===== src/rtl/tm1638_pkg.sv =====
// Shared constants, state encoding and word packing for the TM1638 refresh sequencer.
package tm1638_pkg;

    localparam logic [7:0] CMD_DATA_FIXED = 8'h44;
    localparam logic [7:0] CMD_ADDR       = 8'hC0;
    localparam logic [7:0] CMD_DISP       = 8'h80;

    localparam int WORD_EOT      = 17;
    localparam int WORD_HAS_DATA = 16;

    typedef enum logic [2:0] {IDLE, MODE, DATA, CTRL, DONE} state_t;

    // Every word of a frame ends its own STB transaction.
    function automatic logic [17:0] mk_word(input logic has_data, input logic [7:0] cmd,
                                            input logic [7:0] data);
        logic [17:0] w;
        w                = '0;
        w[WORD_EOT]      = 1'b1;
        w[WORD_HAS_DATA] = has_data;
        w[15:8]          = cmd;
        w[7:0]           = data;
        return w;
    endfunction

endpackage


===== src/rtl/tm1638_refresh_timer.sv =====
// Down-counter that flags when a periodic display refresh is due; REFRESH_CYCLES=0 disables it.
module tm1638_refresh_timer #(
    parameter int unsigned REFRESH_CYCLES = 250000
) (
    input  logic i_Clk,
    input  logic i_Rst_n,
    input  logic i_Reload,
    output logic o_Expired
);

    localparam int unsigned CNT_W = (REFRESH_CYCLES == 0) ? 1 : $clog2(REFRESH_CYCLES + 1);
    localparam logic [CNT_W-1:0] RELOAD_VAL = CNT_W'(REFRESH_CYCLES);

    logic [CNT_W-1:0] cnt_q, cnt_d;

    always_comb begin
        cnt_d = cnt_q;
        if (i_Reload) begin
            cnt_d = RELOAD_VAL;
        end else if (cnt_q != '0) begin
            cnt_d = cnt_q - CNT_W'(1);
        end
    end

    always_ff @(posedge i_Clk) begin
        if (!i_Rst_n) begin
            cnt_q <= '0;
        end else begin
            cnt_q <= cnt_d;
        end
    end

    // Zero is a resting state, not an expiry, when periodic refresh is off.
    assign o_Expired = (REFRESH_CYCLES != 0) && (cnt_q == '0);

endmodule


===== src/rtl/tm1638_refresh_ctrl.sv =====
// Owns the 16-byte TM1638 display image and streams MODE/DATA x16/CTRL frames into spi_fifo.
module tm1638_refresh_ctrl
    import tm1638_pkg::*;
#(
    parameter int unsigned REFRESH_CYCLES = 250000
) (
    input  logic        i_Clk,
    input  logic        i_Rst_n,
    input  logic        i_Wr,
    input  logic [3:0]  i_Wr_Addr,
    input  logic [7:0]  i_Wr_Data,
    input  logic [2:0]  i_Bright,
    input  logic        i_Disp_On,
    input  logic        i_FIFO_Full,
    output logic        o_Data_Valid,
    output logic [17:0] o_Data,
    output logic        o_Busy,
    output logic        o_Frame_Done
);

    state_t      state_q, state_d;
    logic [3:0]  addr_q, addr_d;
    logic        vld_q, vld_d;
    logic [17:0] data_q, data_d;
    logic        dirty_q, dirty_d;
    logic [7:0]  mem_q [16];
    logic        expired;
    logic        leave;
    logic        can_push;

    tm1638_refresh_timer #(
        .REFRESH_CYCLES(REFRESH_CYCLES)
    ) u_timer (
        .i_Clk    (i_Clk),
        .i_Rst_n  (i_Rst_n),
        .i_Reload (leave),
        .o_Expired(expired)
    );

    always_comb begin
        state_d  = state_q;
        addr_d   = addr_q;
        vld_d    = 1'b0;
        data_d   = data_q;
        leave    = 1'b0;
        // A push is never issued in the cycle right after one, so the FIFO full flag has settled.
        can_push = !vld_q && !i_FIFO_Full;
        case (state_q)
            IDLE: begin
                if (dirty_q || expired) begin
                    state_d = MODE;
                    leave   = 1'b1;
                end
            end
            MODE: begin
                if (can_push) begin
                    vld_d   = 1'b1;
                    data_d  = mk_word(1'b0, CMD_DATA_FIXED, 8'h00);
                    addr_d  = 4'd0;
                    state_d = DATA;
                end
            end
            DATA: begin
                if (can_push) begin
                    vld_d  = 1'b1;
                    data_d = mk_word(1'b1, CMD_ADDR | {4'h0, addr_q}, mem_q[addr_q]);
                    addr_d = addr_q + 4'd1;
                    if (addr_q == 4'hF) begin
                        state_d = CTRL;
                    end
                end
            end
            CTRL: begin
                if (can_push) begin
                    vld_d   = 1'b1;
                    data_d  = mk_word(1'b0, CMD_DISP | {4'h0, i_Disp_On, i_Bright}, 8'h00);
                    state_d = DONE;
                end
            end
            DONE: begin
                // A pending restart chains straight into the next frame so o_Busy never drops.
                if (dirty_q || expired) begin
                    state_d = MODE;
                    leave   = 1'b1;
                end else begin
                    state_d = IDLE;
                end
            end
            default: state_d = IDLE;
        endcase
        dirty_d = i_Wr ? 1'b1 : (leave ? 1'b0 : dirty_q);
    end

    always_ff @(posedge i_Clk) begin
        if (!i_Rst_n) begin
            state_q <= IDLE;
            addr_q  <= 4'd0;
            vld_q   <= 1'b0;
            data_q  <= '0;
            dirty_q <= 1'b1;
        end else begin
            state_q <= state_d;
            addr_q  <= addr_d;
            vld_q   <= vld_d;
            data_q  <= data_d;
            dirty_q <= dirty_d;
        end
    end

    always_ff @(posedge i_Clk) begin
        if (!i_Rst_n) begin
            for (int i = 0; i < 16; i++) begin
                mem_q[i] <= 8'h00;
            end
        end else if (i_Wr) begin
            mem_q[i_Wr_Addr] <= i_Wr_Data;
        end
    end

    assign o_Data_Valid = vld_q;
    assign o_Data       = data_q;
    assign o_Busy       = (state_q != IDLE);
    assign o_Frame_Done = (state_q == DONE);

endmodule

===== config.mk =====
export PLATFORM = sky130hd
export DESIGN_NAME = tm1638_refresh_ctrl
export DESIGN_NICKNAME = d
export VERILOG_FILES = /design/src/rtl/tm1638_pkg.sv /design/src/rtl/tm1638_refresh_timer.sv /design/src/rtl/tm1638_refresh_ctrl.sv
export SDC_FILE = /design/constraint.sdc
export NUM_CORES = 1
export LEC_CHECK = 0
export BUFFER_PORTS_ARGS = -buffer_cell sky130_fd_sc_hd__buf_2
export CAP_MARGIN = 20
export CORE_MARGIN = 2
export CORE_UTILIZATION = 55
export DETAILED_ROUTE_END_ITERATION = 7
export PLACE_DENSITY = 0.76
export SLEW_MARGIN = 20
export SYNTH_ARGS = -nofsm -noshare
export SYNTH_HDL_FRONTEND = slang
export SYNTH_SLANG_ARGS = --single-unit

===== constraint.sdc =====
create_clock -name i_Clk -period 1.7 [get_ports i_Clk]
set_input_delay 0.255 -clock i_Clk [delete_from_list [all_inputs] [get_ports i_Clk]]
set_output_delay 0.255 -clock i_Clk [all_outputs]
set_load 0.01 [all_outputs]

==> impl_metrics.env <==
export IMPL_outcome="finished with violations"
export IMPL_violations="setup timing"
export IMPL_via_per_inst=5.91
export IMPL_first_pass_iters=4
export IMPL_grt_ovfl_total=0
export IMPL_io_buffers=38
export IMPL_syn_area_sq_um=7870
export IMPL_critPathCaptureType="flip-flop"
export IMPL_avgRoutedWirePerCell_microns=21.1
export IMPL_cts_tree="yes"
export IMPL_power_density_nw_per_um2=1100
export IMPL_die_h_microns=124
export IMPL_grt_max_degree=33
export IMPL_cts_made_buffers=17
export IMPL_vias=5297
export IMPL_slew_headroom=0.503
export IMPL_fmax_ghz=0.565
export IMPL_core_sq_um=13900
export IMPL_finalHoldViolCount=0
export IMPL_hp_class="in -> reg"
export IMPL_fin_util=0.688
export IMPL_htree_levels=4
export IMPL_cts_num_sinks=175
export IMPL_switching_share=0.253
export IMPL_die_area_sq_um=15300
export IMPL_routed_wl_microns=18900
export IMPL_drive_gt1_frac=0.299
export IMPL_areaGrowthSynthToFinish_pct=21.8
export IMPL_cts_buffer_depth=2
export IMPL_cts_root_buf="clkbuf_16"
export IMPL_p_leak_nw=3.58
export IMPL_gp_congestion=0.946
export IMPL_synthFlopType="edfxtp_1"
export IMPL_ys_ff_latch=175
export IMPL_start_kind="flip-flop"
export IMPL_ir_drop_mv=0.757
export IMPL_setup_viol=11
export IMPL_multiInputGateArea_sq_um=3030
export IMPL_antenna_cells=0
export IMPL_first_iter_violations=543
export IMPL_seq_area_sq_um=4790
export IMPL_synth_edf_count=128
export IMPL_ys_seq_area_frac=0.608
export IMPL_p_total_mw=10.5
export IMPL_p_int_mw=7.85
export IMPL_pwr_share_seq=0.484
export IMPL_setup_worst_path_class="reg -> reg"
export IMPL_cp_arrival_ns=2.09
export IMPL_tightestPinTransition_ns=0.743
export IMPL_switching_power_mw=2.66
export IMPL_drc=0
export IMPL_postCtsHoldBufs=0
export IMPL_synth_async_sr_flop_share=0
export IMPL_cp_required_ns=2.02
export IMPL_slew_viol_final=0
export IMPL_cpMaxStageDelayCell="mux4_2"
export IMPL_worstSkewPairLatency_ns=0.43
export IMPL_syn_avg_cell_area_sq_um=13.2
export IMPL_final_fill_count=914
export IMPL_ant_nets=0
export IMPL_dp_hpwl_microns=12600
export IMPL_grt_pass1_vias=5342
export IMPL_start_util=0.565
export IMPL_layout_commonest_cell="and2_1"
export IMPL_antenna_found_initial=0
export IMPL_final_cell_mix="and2_1, edfxtp_1, buf_4"
export IMPL_grt_pass1_wl_microns=29800
export IMPL_max_stage_delay_ns=0.47
export IMPL_fin_crit_sh=1.04
export IMPL_cap_violations=0
export IMPL_io_pins=41
export IMPL_ys_types=50
export IMPL_worstPathCellList="buf_12, buf_6, mux4_2, mux2i_1, o22ai_1, a21o_1"
export IMPL_setup_ws_ns=-0.0693
export IMPL_rsz0062_at_grt="true"
export IMPL_grt_util_all_layers=0.269
export IMPL_hp_start="i_Wr"
export IMPL_comb_power_share=0.166
export IMPL_path_delay_family="multiplexers"
export IMPL_final_nets=726
export IMPL_path_buf_inv=2
export IMPL_worst_path_max_fanout=6
export IMPL_skew_ns=0.00540
export IMPL_yosysWarnings=0
export IMPL_synthCells=596
export IMPL_die_w_microns=124
export IMPL_clk_pin_slew_ns=0.07
export IMPL_rows=43
export IMPL_period_needed_ns=1.77
export IMPL_clock_power_share=0.350
-- through the flow --
stage / setup slack, ns / hold WS (ns) / instance area (sq um) / setup TNS, ns / std cells
final: -0.0693 / 0.176 / 9590 / -0.491 / 896
after global routing: -0.135 / 0.155 / 9590 / -2.71 / 896
after CTS: -0.116 / 0.156 / 9530 / -0.536 / 894
after detailed placement: -0.150 / 0.446 / 8800 / -0.633 / 857
after global placement: -0.0541 / 0.436 / 8800 / -0.270 / 857
after floorplan: -0.120 / 0.349 / 7900 / -0.153 / 597
-- worst register-to-register path, stage by stage, from the launching register on --
cell and delay (ns):
dfxtp_4 0.46, buf_12 0.16, buf_6 0.09, mux4_2 0.47, mux2i_1 0.18, o22ai_1 0.12, a21o_1 0.17
-- area by class of cell --
type | count | area share
clock buffer | 21 | 0.0491
sequential | 175 | 0.500
multi-input combinational | 385 | 0.316
timing repair buffer | 119 | 0.0998
tap | 180 | 0.0235
clock inverter | 11 | 0.00939
inverter | 5 | 0.00222
-- cells by family (layout without fill, tap and decap cells) --
group | Yosys count | count (layout) | share of synthesized area
AND/OR/NAND/NOR | 247 | 247 | 0.181
flip-flops | 175 | 175 | 0.608
AO/OA/AOI/OAI | 68 | 68 | 0.0532
multiplexers | 53 | 53 | 0.118
buffers and inverters | 37 | 156 | 0.0215
XOR/XNOR | 12 | 12 | 0.0134
adder cells (fa/ha/maj) | 3 | 3 | 0.00477
other | 1 | 2 | 0.000476
-- final timing paths --
| path | depth (start not counted) | slack [ns] | end |
|---|---|---|---|
| worst min-delay path | 3 | 0.18 | dirty_q |
| worst max-delay path | 6 | -0.07 | o_Data[1] |
| worst min register to register | 2 | 0.45 | o_Data[14] |
| worst max register to register | 6 | -0.07 | o_Data[1] |
-- sequential cells by signal (all words and copies together), names as in the netlist, named ones only --
register	count
addr_q	4
dirty_q	1
mem_q	128
o_Data	16
o_Data_Valid	1
state_q	3
u_timer.cnt_q	18
-- Yosys cell counts, types with 2 or more instances --
| master | count | area, sq um |
|---|---|---|
| nor3_1 | 16 | 80.1 |
| mux4_2 | 32 | 721 |
| edfxtp_1 | 128 | 3840 |
| nor4_2 | 2 | 25.0 |
| nor3_2 | 2 | 20.0 |
| inv_1 | 4 | 15.0 |
| nand2b_1 | 8 | 50.1 |
| a31oi_1 | 2 | 12.5 |
| buf_1 | 4 | 15.0 |
| and2_1 | 131 | 820 |
| a211oi_1 | 3 | 22.5 |
| clkbuf_1 | 16 | 60.1 |
| a21o_1 | 9 | 67.6 |
| a22oi_1 | 2 | 15.0 |
| nand3_1 | 2 | 10.0 |
| nand4_1 | 5 | 31.3 |
| a21oi_1 | 18 | 90.1 |
| nand2_1 | 17 | 63.8 |
| mux2i_1 | 21 | 210 |
| or3_1 | 7 | 43.8 |
| o22ai_1 | 9 | 56.3 |
| buf_4 | 6 | 45.0 |
| nor2_1 | 42 | 158 |
| buf_2 | 6 | 30.0 |
| nor4_1 | 3 | 18.8 |
| o21ai_0 | 16 | 80.1 |
| xnor2_1 | 11 | 96.3 |
| dfxtp_1 | 47 | 941 |
| nand3b_1 | 2 | 15.0 |
| ha_1 | 3 | 37.5 |
| o21ai_1 | 3 | 15.0 |
-- power groups by stage --
| stage | combinational [mW] | clock, mW | sequential (mW) |
|---|---|---|---|
| 4_1_cts | 1.69 | 3.72 | 5.08 |
| 3_3_place_gp | 1.51 | 0 | 5.14 |
| 3_5_place_dp | 1.56 | 0 | 5.16 |
| 5_1_grt | 1.88 | 3.90 | 5.12 |
| 6_report | 1.74 | 3.68 | 5.09 |
| 2_1_floorplan | 0.978 | 0 | 5.12 |
-- what timing repair did --
action                     4_1_cts  5_1_grt
buffers inserted                 3        2
gates resized for setup         25       13
pin swaps                        7        7
cloned                           2        0
setup endpoints to repair       27       29
-- per-layer routing --
layer | vias to the layer above | global-route usage | share of wire
met5 | - | 0 | 0
li1 | 2385 | - | -
met1 | 2684 | 0.352 | 0.42
met3 | 30 | 0.0636 | 0.062
met4 | 0 | 0.0866 | 0.020
met2 | 198 | 0.445 | 0.50
Note: power is estimated with default switching activity, not from simulation.
